--- src/rtl/lr35902_oam_dma.sv ---
// lr35902_oam_dma: OAM DMA engine.
//   A CPU write to the DMA register latches the source page. The engine then
//   copies XFER_LEN bytes from {page,8'h00}.. into destination indices
//   0..XFER_LEN-1. Each byte takes one CYCLES_PER_BYTE-clock slot: read
//   phases first, then a single write phase.
// Ports:
//   clk        gbclk
//   reset      synchronous, active-high
//   reg_din    CPU write data (source page)
//   reg_write  one-clock strobe, CPU write to the DMA register
//   reg_dout   source-page register readback
//   din        source read data, valid on the last read phase
//   active     transfer in progress (start delay or copying)
//   drv_ext    active and the effective source page is not VRAM
//   adr_rd     source address {eff_page, idx[7:0]}
//   rd         source read strobe
//   adr_wr     destination index
//   wr         destination write strobe
//   dout       byte being written
module lr35902_oam_dma #(
    parameter int XFER_LEN        = 160,
    parameter int CYCLES_PER_BYTE = 4,
    parameter int START_DELAY     = 8,
    parameter int WR_ADR_W        = 8,
    parameter int MIRROR_ECHO     = 1
) (
    input  logic                clk,
    input  logic                reset,
    input  logic [7:0]          reg_din,
    input  logic                reg_write,
    output logic [7:0]          reg_dout,
    input  logic [7:0]          din,
    output logic                active,
    output logic                drv_ext,
    output logic [15:0]         adr_rd,
    output logic                rd,
    output logic [WR_ADR_W-1:0] adr_wr,
    output logic                wr,
    output logic [7:0]          dout
);

    localparam int IW = $clog2(XFER_LEN + 1);
    localparam int PW = $clog2(CYCLES_PER_BYTE);
    localparam int DW = (START_DELAY > 1) ? $clog2(START_DELAY) : 1;

    localparam logic [IW-1:0] LAST_IDX = IW'(XFER_LEN - 1);
    localparam logic [PW-1:0] PH_LAST  = PW'(CYCLES_PER_BYTE - 1);
    localparam logic [PW-1:0] PH_LATCH = PW'(CYCLES_PER_BYTE - 2);
    localparam logic [DW-1:0] DLOAD    = (START_DELAY > 0) ? DW'(START_DELAY - 1) : '0;

    typedef enum logic [1:0] {
        IDLE,
        DELAY,
        XFER
    } state_t;

    state_t        state, state_d;
    logic [7:0]    src_hi, src_d;
    logic [IW-1:0] idx, idx_d;
    logic [PW-1:0] phase, phase_d;
    logic [DW-1:0] dcnt, dcnt_d;
    logic [7:0]    dout_d;
    logic [7:0]    eff_page;
    logic [7:0]    idx8;

    // Echo RAM (E000-FFFF) aliases C000-DFFF.
    always_comb begin
        if (MIRROR_ECHO != 0 && src_hi >= 8'hE0)
            eff_page = src_hi - 8'h20;
        else
            eff_page = src_hi;
    end

    generate
        if (IW >= 8) begin : g_idx_wide
            assign idx8 = idx[7:0];
        end else begin : g_idx_narrow
            assign idx8 = {{(8 - IW){1'b0}}, idx};
        end
    endgenerate

    assign reg_dout = src_hi;
    assign adr_rd   = {eff_page, idx8};
    assign adr_wr   = WR_ADR_W'(idx);
    assign drv_ext  = active && (eff_page[7:5] != 3'b100);

    always_ff @(posedge clk) begin
        if (reset) begin
            state  <= IDLE;
            src_hi <= '0;
            idx    <= '0;
            phase  <= '0;
            dcnt   <= '0;
            dout   <= '0;
        end else begin
            state  <= state_d;
            src_hi <= src_d;
            idx    <= idx_d;
            phase  <= phase_d;
            dcnt   <= dcnt_d;
            dout   <= dout_d;
        end
    end

    always_comb begin
        state_d = state;
        src_d   = src_hi;
        idx_d   = idx;
        phase_d = phase;
        dcnt_d  = dcnt;
        dout_d  = dout;
        active  = 1'b0;
        rd      = 1'b0;
        wr      = 1'b0;

        unique case (state)
            IDLE: ;
            DELAY: begin
                active = 1'b1;
                if (dcnt == '0) begin
                    state_d = XFER;
                    phase_d = '0;
                end else begin
                    dcnt_d = dcnt - 1'b1;
                end
            end
            XFER: begin
                active = 1'b1;
                if (phase == PH_LAST) begin
                    wr      = 1'b1;
                    phase_d = '0;
                    idx_d   = idx + 1'b1;
                    if (idx == LAST_IDX)
                        state_d = IDLE;
                end else begin
                    rd      = 1'b1;
                    phase_d = phase + 1'b1;
                    if (phase == PH_LATCH)
                        dout_d = din;
                end
            end
            default: state_d = IDLE;
        endcase

        // A register write (re)starts the transfer from any state; a write
        // slot coinciding with it is dropped so no stale byte lands.
        if (reg_write) begin
            src_d   = reg_din;
            idx_d   = '0;
            phase_d = '0;
            dcnt_d  = DLOAD;
            wr      = 1'b0;
            if (START_DELAY == 0)
                state_d = XFER;
            else
                state_d = DELAY;
        end
    end

endmodule

--- config.mk ---
export PLATFORM = sky130hd
export DESIGN_NAME = lr35902_oam_dma
export DESIGN_NICKNAME = d
export VERILOG_FILES = /design/src/rtl/lr35902_oam_dma.sv
export SDC_FILE = /design/constraint.sdc
export NUM_CORES = 1
export LEC_CHECK = 0
export BUFFER_PORTS_ARGS = -buffer_cell sky130_fd_sc_hd__buf_2
export CORE_ASPECT_RATIO = 0.9
export CORE_UTILIZATION = 35
export DETAILED_ROUTE_END_ITERATION = 8
export PLACE_DENSITY_LB_ADDON = 0.05
export SLEW_MARGIN = 5
export SYNTH_ARGS = -nofsm -noshare
export SYNTH_HDL_FRONTEND = slang
export SYNTH_SLANG_ARGS = --single-unit
--- constraint.sdc ---
create_clock -name clk -period 1.6 [get_ports clk]
set_input_delay 0.16 -clock clk [delete_from_list [all_inputs] [get_ports clk]]
set_output_delay 0.16 -clock clk [all_outputs]
set_load 0.005 [all_outputs]
Yosys cells after proc, flatten, opt, wreduce, memory -nomap -nowiden
Cells that the tools add are included.

Register bits after elaboration: 31. Word-level logic and storage cells: 59.

Add/sub/neg operators: 4. $lt $le $gt $ge: 1. Equal/unequal tests: 14. Muxes and demuxes: 18. Bitwise operators: 2. Reduce and logical (&&, ||, !) cells: 13.

Operator list (count): $ne 3x3->1 const B (4); $mux 2 (5); $ne 2x2->1 const B (5); $mux 3 (3); $add 8x1->8 const B (1); $eq 8x8->1 const B (1); $ge 8x8->1 const B (1); $mux 8 (1); $reduce_and 4->1 (2); $sub 8x6->8 const B (1); $mux 1 (7); $eq 2x2->1 const B (3); $pmux 2 s3 (1); $reduce_and 2->1 (3); $pmux 2 s2 (1); $reduce_bool 2->1 (2); $reduce_or 2->1 (2); $logic_not 3->1 (1); $reduce_and 3->1 (1); $sub 3x1->3 const B (1); $add 2x1->2 const B (1); $eq 2x1->1 const B (1); $logic_not 2->1 (1); $not 1->1 (2); $logic_and 1x1->1 (1).

Depth between registers and ports, before layout
Gate-level depths: netlist of run 1.

Depth in word-level cells: 5. Mapped depth: 7. Depth with buffers taken out: 6.

Least setup slack after synthesis of run 1
OpenSTA, ideal clock, no wires.

Path type: register to register. Start point: reg state[0]. End point: reg idx[7] (netlist: adr_wr[7]). Library setup time: 0.128 ns. Arrival: 1.376 ns. Data required time: 1.472 ns. Path slack: 0.096 ns. Cell stages (with the launch flop): 8. Buffers on the path: 1. Period minus slack after synthesis: 1.504 ns. Cell sequence: dfxtp_1 > inv_1 > ha_1 > buf_4 > and4_1 > or3b_1 > xor2_1 > nor2_1.

Cells in the longest elaborated chain, start to end: 2.

RTL lines: start: declaration (RTL line 57) `state_t state, state_d;`; start signal: assignment (RTL line 96) `state <= state_d;`; $eq 2x2->1 (RTL line 116) `unique case (state)`; $reduce_and 2->1 (no line); end signal: assignment (RTL line 98) `idx <= idx_d;`; end: declaration (RTL line 59) `logic [IW-1:0] idx, idx_d;`.

Every way passes these cells. A chain may end at the register's enable or synchronous reset.

Final worst setup path of run 1
Start point: reg src_hi[6] (netlist: reg_dout[6]). End point: out drv_ext.

Cells in the longest elaborated chain, start to end: 4.

RTL lines: start: declaration (RTL line 58) `logic [7:0] src_hi, src_d;`; start signal: assignment (RTL line 97) `src_hi <= src_d;`; $sub 8x6->8 or $ge 8x8->1 (tied branches) (RTL line 69, 68); $mux 8 (*) (RTL line 68) `if (MIRROR_ECHO != 0 && src_hi >= 8'hE0)`; $ne 3x3->1 (*) (RTL line 85) `assign drv_ext = active && (eff_page[7:5] != 3'b100);`; $logic_and 1x1->1 (*) (RTL line 85); end: declaration (RTL line 34) `output logic drv_ext,`.

Mark *: on every way between the ends. The rest lies on a longest branch, timed or not.

==> key figures, run 1 <==
Pwr
  – Total Power: 1534 uW
  – Clock power frac: 0.351
  – Sequential power share: 0.528
  – Combinational fraction of design power: 0.121
  – Sw power: 360.7 uW
  – Worst vdd ir: 0.3953 mV
  – Net Sw Frac: 0.2351
  – Pleak: 0.0009266 uW
  – Power Internal: 1174 uW
  – PD cells: 801.5 nW/um^2

Worst hold path
  – Hold_sp: reg_din[4]
  – Hold Crit Class: in -> reg

CTS
  – H-tree levels: 2
  – Clock latency at the later pin of the worst-skew pair: 270 ps
  – Clk sinks: 31
  – CTS Root Cell: clkbuf_8
  – Cts hold-fix bufs: 0
  – CTS tree: yes
  – Clk buf depth: 2
  – Inserted Clock Buffers: 5
  – Clock slew at reported path FFs: 60 ps

Place
  – Post-DP HPWL: 2.348 mm
  – # port buffers: 62
  – GPL Wtd Cong: 0.7587
  – Cells after DPL: 269

Timing
  – Relative slew slack: 0.7231
  – Setup Skew: 2.614 ps
  – Final period util: 0.9782
  – RSZ-0062 raised after global routing: yes
  – Final hold slack: 122.2 ps
  – Min cycle time layout: 1565 ps
  – Fin. Hold Viols: 0
  – Max Fclk: 638.9 MHz
  – Final setup viols: 0
  – Final number of max-transition violations: 0
  – Worst-margin pin slew: 410.9 ps

Floorplan
  – Core Region: 4101 um^2
  – I/O pin cnt: 63
  – Die Ht: 64.16 um
  – Core Rows: 22
  – Die width: 71.07 um
  – Die area: 4560 um^2
  – Starting Density: 0.3664

Global route
  – First-pass GRT wire length: 5.223 mm
  – Met1 global-route usage: 0.1802
  – Vias in the first global route: 1181
  – Largest net degree at the start of global routing: 21
  – Most used routing layer: met2
  – Overflow after GRT: 0
  – Antenna violations before repair: 0
  – Met2 Usage GRT: 0.2416
  – All-Layer GR Usage: 0.1471
  – Global-route track usage on met3: 0.04259

Worst setup path
  – Crit-path max FO: 2
  – Crit-path cells: inv_4, ha_4, a31oi_4, nor2_1, a21boi_1, buf_2
  – Critical path capture point type: primary output
  – Worst Path Class, Setup: reg -> out
  – Worst Path Arrival: 1410 ps
  – Critical Path Source Type: flip-flop
  – CP max stage cell: dfxtp_2
  – Slowest stage delay, CP: 350 ps
  – Crit. Startpoint: reg_dout[6]
  – RR Startpoint: state[0]
  – Worst Path Required: 1440 ps

Logic synthesis
  – Post-Syn Area per Cell: 8.686 um^2
  – Flops & latches, synth: 31
  – Syn nets: 201
  – Yosys warnings: 0
  – Mapped Area: 1503 um^2
  – Synth unique cells: 29
  – Cells after Synth: 173
  – Register area share after synthesis: 0.4130

Cells and area
  – Final Non-Filler Cells: 277
  – Layout cells sized above 1: 0.3930
  – Fill cells: 399
  – P&R area growth vs syn: 27.39%
  – Final Util: 0.4667
  – Number of diodes: 0
  – Final nets: 258

Run
  – Number of max-cap violations: 0

Routing
  – 1st-iter DRT viols: 21
  – Residual DRC: 0
  – Wirelength, routed: 3.122 mm
  – Via/cell ratio: 4.830
  – Drt pass-1 iters: 6
  – Routed len/inst: 11.27 um
  – Via count: 1338
  – DRT antenna net count: 0

Status
  – Run status: finished clean
## stage by stage
stage	cell area [um^2]	setup TNS [ps]	setup WS (ps)
after global placement	1789	0	172.1
final	1914	0	34.82
after global routing	1914	-33.42	-33.37
after floorplan	1503	0	96.48
after detailed placement	1789	0	126.1
after CTS	1879	0	9.558
## Yosys cell counts, drive strengths merged
cell type,count,area (um^2)
a31o,3,26.28
or2,2,12.51
ha,9,112.6
dfxtp,31,620.6
a32oi,1,8.760
xor2,5,43.79
and4,1,8.760
buf,15,110.1
a22oi,1,7.510
mux2i,9,90.09
o21ai,2,13.76
a31oi,4,25.02
clkbuf,5,18.77
or3,1,6.260
inv,14,52.55
a21boi,1,7.510
nor2b,2,12.51
and2,1,6.260
nand3,10,50.05
xnor2,2,17.52
nor2,19,71.32
nand4,3,18.77
o41ai,1,16.27
nand4b,1,8.760
or3b,1,8.760
a21oi,15,75.07
nand2,14,52.55
## cell type report
cell class                      instances  area (um^2)  area share
Timing Repair Buffer                   70        370.4      0.1935
Clock buffer                            6        72.57     0.03791
Multi-Input combinational cell        108        733.2      0.3830
Tap cell                               48        60.06     0.03137
Sequential cell                        31        623.1      0.3255
Inverter                               14        55.05     0.02876
## registers in the layout, indices dropped and copies added (netlist names)
register and cells:
dcnt 3, state 2, adr_wr 8, reg_dout 8, phase 2, dout 8
## critical path: cells and delay by family (launching register included)
kind	cells	cell delay [ps]
adder cells (fa/ha/maj)	1	230
buffers and inverters	2	180
AND/OR/NAND/NOR	1	60
AO/OA/AOI/OAI	2	310
flip-flops	1	350
## kinds of logic (layout without fill, tap and decap cells)
kind of cell | count (synthesis) | in the layout | synth area share
AND/OR/NAND/NOR | 55 | 55 | 0.1707
buffers and inverters | 34 | 90 | 0.1207
flip-flops | 31 | 31 | 0.4130
AO/OA/AOI/OAI | 28 | 28 | 0.1199
adder cells (fa/ha/maj) | 9 | 9 | 0.07494
multiplexers | 9 | 9 | 0.05995
XOR/XNOR | 7 | 7 | 0.04080
## cell usage in the layout (no fill, tap or decap), types with 5 or more instances in the layout
cell type and n:
buf_2 62, dfxtp_1 29, nor2_1 18, a21oi_1 15
nand2_1 13, inv_1 12, nand3_1 10, mux2i_1 9
ha_1 8, buf_4 8, xor2_1 5, clkbuf_8 5
## power groups by stage
stage               Sequential, uW  Combinational (uW)  Clock, uW
global route                   812                 208        599
floorplan                      826                 109          0
global placement               824                 164          0
finish                         810                 185        539
CTS                            808                 178        567
detailed placement             826                 170          0
## final timing paths
path	end	slack (ps)	cells after the start
worst max-delay path	drv_ext	30	6
worst min-delay path	reg_dout[4]	120	3
worst max register to register	adr_wr[7]	140	6
worst min register to register	dout[0]	450	2
## metal layers
metal	up-vias	share of wire	wire length, um
met2	42	0.48	1485
li1	673	-	-
met4	0	0.011	35
met1	618	0.46	1451
met3	5	0.048	150
met5	-	0	0
## repair_timing
| action | CTS | global route |
|---|---|---|
| setup endpoints to repair | 1 | 5 |
| pin swaps | 2 | 4 |
| setup buffers | 2 | 0 |
| gates resized for setup | 3 | 8 |
Note: power is estimated with default switching activity, not from simulation.
==> run 2, diff against run 1 <==
- CELL_PAD_IN_SITES_DETAIL_PLACEMENT: unset -> 2
- CELL_PAD_IN_SITES_GLOBAL_PLACEMENT: unset -> 2
- CORE_UTILIZATION: 35 -> 24
==> run 2 against run 1 <==
Compared with the run above:
- register-to-register slack worse by 70 ps
- setup slack better by 28 ps
- cell area is 4.6% higher
- non-clock buffer count is 2 higher
- total power is 6.7% higher
- clock skew is 1.5 ps higher
- via count is 6.8% higher
- sequential cell count stayed put
- critical path type unchanged
- die area is 44% higher
==> key figures, run 2 (synthesis gave the netlist of run 1 again) <==
Timing
  – Setup Skew: 4.147 ps (+1.533 ps)
  – RSZ-0062 raised after global routing: yes
  – Min cycle time layout: 1537 ps (-28.03 ps)
  – Final number of max-transition violations: 0 (unchanged)
  – Relative slew slack: 0.7427 (+0.01967)
  – Fin. Hold Viols: 0 (unchanged)
  – Final period util: 0.9607 (-0.01752)
  – Setup ws final: 62.85 ps (+28.03 ps)
  – Worst-margin pin slew: 385.9 ps (-25.01 ps)
  – Final setup viols: 0 (unchanged)
  – Max Fclk: 650.6 MHz (+1.8%)

Cells and area
  – Multi-input combinational cell area: 764.5 um^2 (+4.3%)
  – Register area: 625.6 um^2 (+0.40%)
  – Layout cells sized above 1: 0.4224 (+0.02940)
  – Commonest non-fill, non-tap cell in the layout: buf_2
  – Number of diodes: 0 (unchanged)
  – Final Non-Filler Cells: 302 (+9.0%)
  – P&R area growth vs syn: 33.31%
  – Fill cells: 681 (+71%)
  – Final Util: 0.3421 (-0.1247)
  – Most frequent cells in the layout: 62 x buf_2, 29 x dfxtp_1, 19 x nor2_1, 15 x a21oi_1, 13 x nand2_1
  – Design Area, Final: 2003 um^2 (+4.6%)
  – Final nets: 260 (+0.78%)

Place
  – Post-DP HPWL: 3.378 mm (+44%)
  – # port buffers: 62 (unchanged)
  – Cells after DPL: 292 (+8.6%)
  – Setup WS pre-CTS: 30.29 ps (-95.81 ps)
  – GPL Wtd Cong: 0.7273 (-4.1%)
  – Post-placement cell area: 1824 um^2 (+2.0%)

Routing
  – Drt pass-1 iters: 4 (-2)
  – Via/cell ratio: 4.732 (-2.0%)
  – Wirelength, routed: 4.426 mm (+42%)
  – Residual DRC: 0 (unchanged)
  – DRT antenna net count: 0 (unchanged)
  – Routed len/inst: 14.66 um (+30%)
  – Via count: 1429 (+6.8%)
  – 1st-iter DRT viols: 26 (+24%)

Global route
  – Overflow after GRT: 0 (unchanged)
  – Largest net degree at the start of global routing: 21 (unchanged)
  – All-Layer GR Usage: 0.1435 (-0.003533)
  – Vias in the first global route: 1578 (+34%)
  – Antenna violations before repair: 0 (unchanged)
  – First-pass GRT wire length: 7.355 mm (+41%)

Status
  – Run status: finished clean

Worst hold path
  – Hold Path Stages: 3 (unchanged)
  – Hold Crit Class: in -> reg
  – Min-Delay Endpoint: dout[0]
  – Hold_sp: din[0]

CTS
  – H-tree levels: 2 (unchanged)
  – CTS Root Cell: clkbuf_8
  – Clk buf depth: 2 (unchanged)
  – Clock slew at reported path FFs: 70 ps (about the same)
  – Cts hold-fix bufs: 0 (unchanged)
  – Clock latency at the later pin of the worst-skew pair: 280 ps (about the same)
  – Clk sinks: 31 (unchanged)
  – Inserted Clock Buffers: 5 (unchanged)
  – CTS tree: yes

Worst setup path
  – Crit-path max FO: 2 (unchanged)
  – Critical path capture point type: primary output
  – Worst Path Arrival: 1380 ps (-30 ps)
  – Worst Path Class, Setup: reg -> out
  – Critical Path Source Type: flip-flop
  – Worst r2r path cells: 5 (-1)
  – Reg2reg setup slack: 70 ps (-70 ps)
  – RR Startpoint: phase[0]
  – Worst flop-to-flop path endpoint: adr_wr[7]
  – Worst Path Required: 1440 ps (about the same)

Floorplan
  – Core Rows: 26 (+18%)
  – Die Ht: 77.07 um (+20%)
  – Starting Density: 0.2566 (-0.1098)
  – Die width: 85.41 um (+20%)
  – Core Region: 5856 um^2 (+43%)
  – Die area: 6582 um^2 (+44%)
  – I/O pin cnt: 63 (unchanged)

Pwr
  – Pleak: 0.0009438 uW (+1.9%)
  – PD cells: 817.2 nW/um^2 (+2.0%)
  – Worst vdd ir: 0.4097 mV (+3.6%)

Run
  – Number of max-cap violations: 0 (unchanged)
[run 2: cell types whose count changed in the layout (fill, tap and decap cells not counted), sizes merged]
cell    delta
buf        +2
clkinv     +1
[run 2: per-layer routing]
| layer | vias to the layer above | GRT usage | part of all wire |
|---|---|---|---|
| li1 | 683 | - | - |
| met1 | 695 | 0.1549 | 0.42 |
| met2 | 44 | 0.2656 | 0.51 |
| met3 | 7 | 0.03660 | 0.052 |
| met4 | 0 | 0.05500 | 0.015 |
| met5 | - | 0 | 0 |
[run 2: where the power goes]
group          internal [uW]  total [uW]  switching, uW
clock                    337         632            295
sequential               793         809           15.7
combinational           92.8         196            104
[run 2: worst max-delay path by stage]
| stage | endpoint | start | slack [ps] |
|---|---|---|---|
| 6_report | drv_ext | reg_dout[6] | 60 |
| 5_1_grt | drv_ext | reg_dout[6] | -20 |
| 4_1_cts | adr_wr[7] | state[0] | 10 |
| 3_5_place_dp | adr_wr[7] | state[0] | 30 |
| 3_3_place_gp | adr_wr[7] | phase[0] | 120 |
| 2_1_floorplan | adr_wr[7] | state[0] | 100 |
[run 2: what timing repair did]
action | CTS | global route
buffers inserted | 3 | 0
endpoints found under the setup margin | 3 | 15
pin swaps | 4 | 0
gates resized for setup | 8 | 9
[run 2: through the flow]
step	power, uW	setup TNS [ps]	hold slack (ps)
floorplan	934.6	0	307.2
global placement	993.6	0	391.0
detailed placement	1009	0	406.6
CTS	1668	0	110.4
global route	1725	-18.71	126.4
finish	1637	0	121.0
[run 2: cell type report]
class / instances / area share
multi-input cells: 108 / 0.3816
flip-flops and latches: 31 / 0.3123
repair buffers: 72 / 0.1924
well taps: 70 / 0.04372
clock buffers: 6 / 0.04122
inverters: 14 / 0.02623
clock inverters: 1 / 0.002498
[run 2: critical path, stage by stage (launching register included)]
cell and delay (ps):
dfxtp_2 340, inv_2 60, ha_4 240, a31oi_4 140, nor2_1 70, a21boi_1 120, buf_2 130
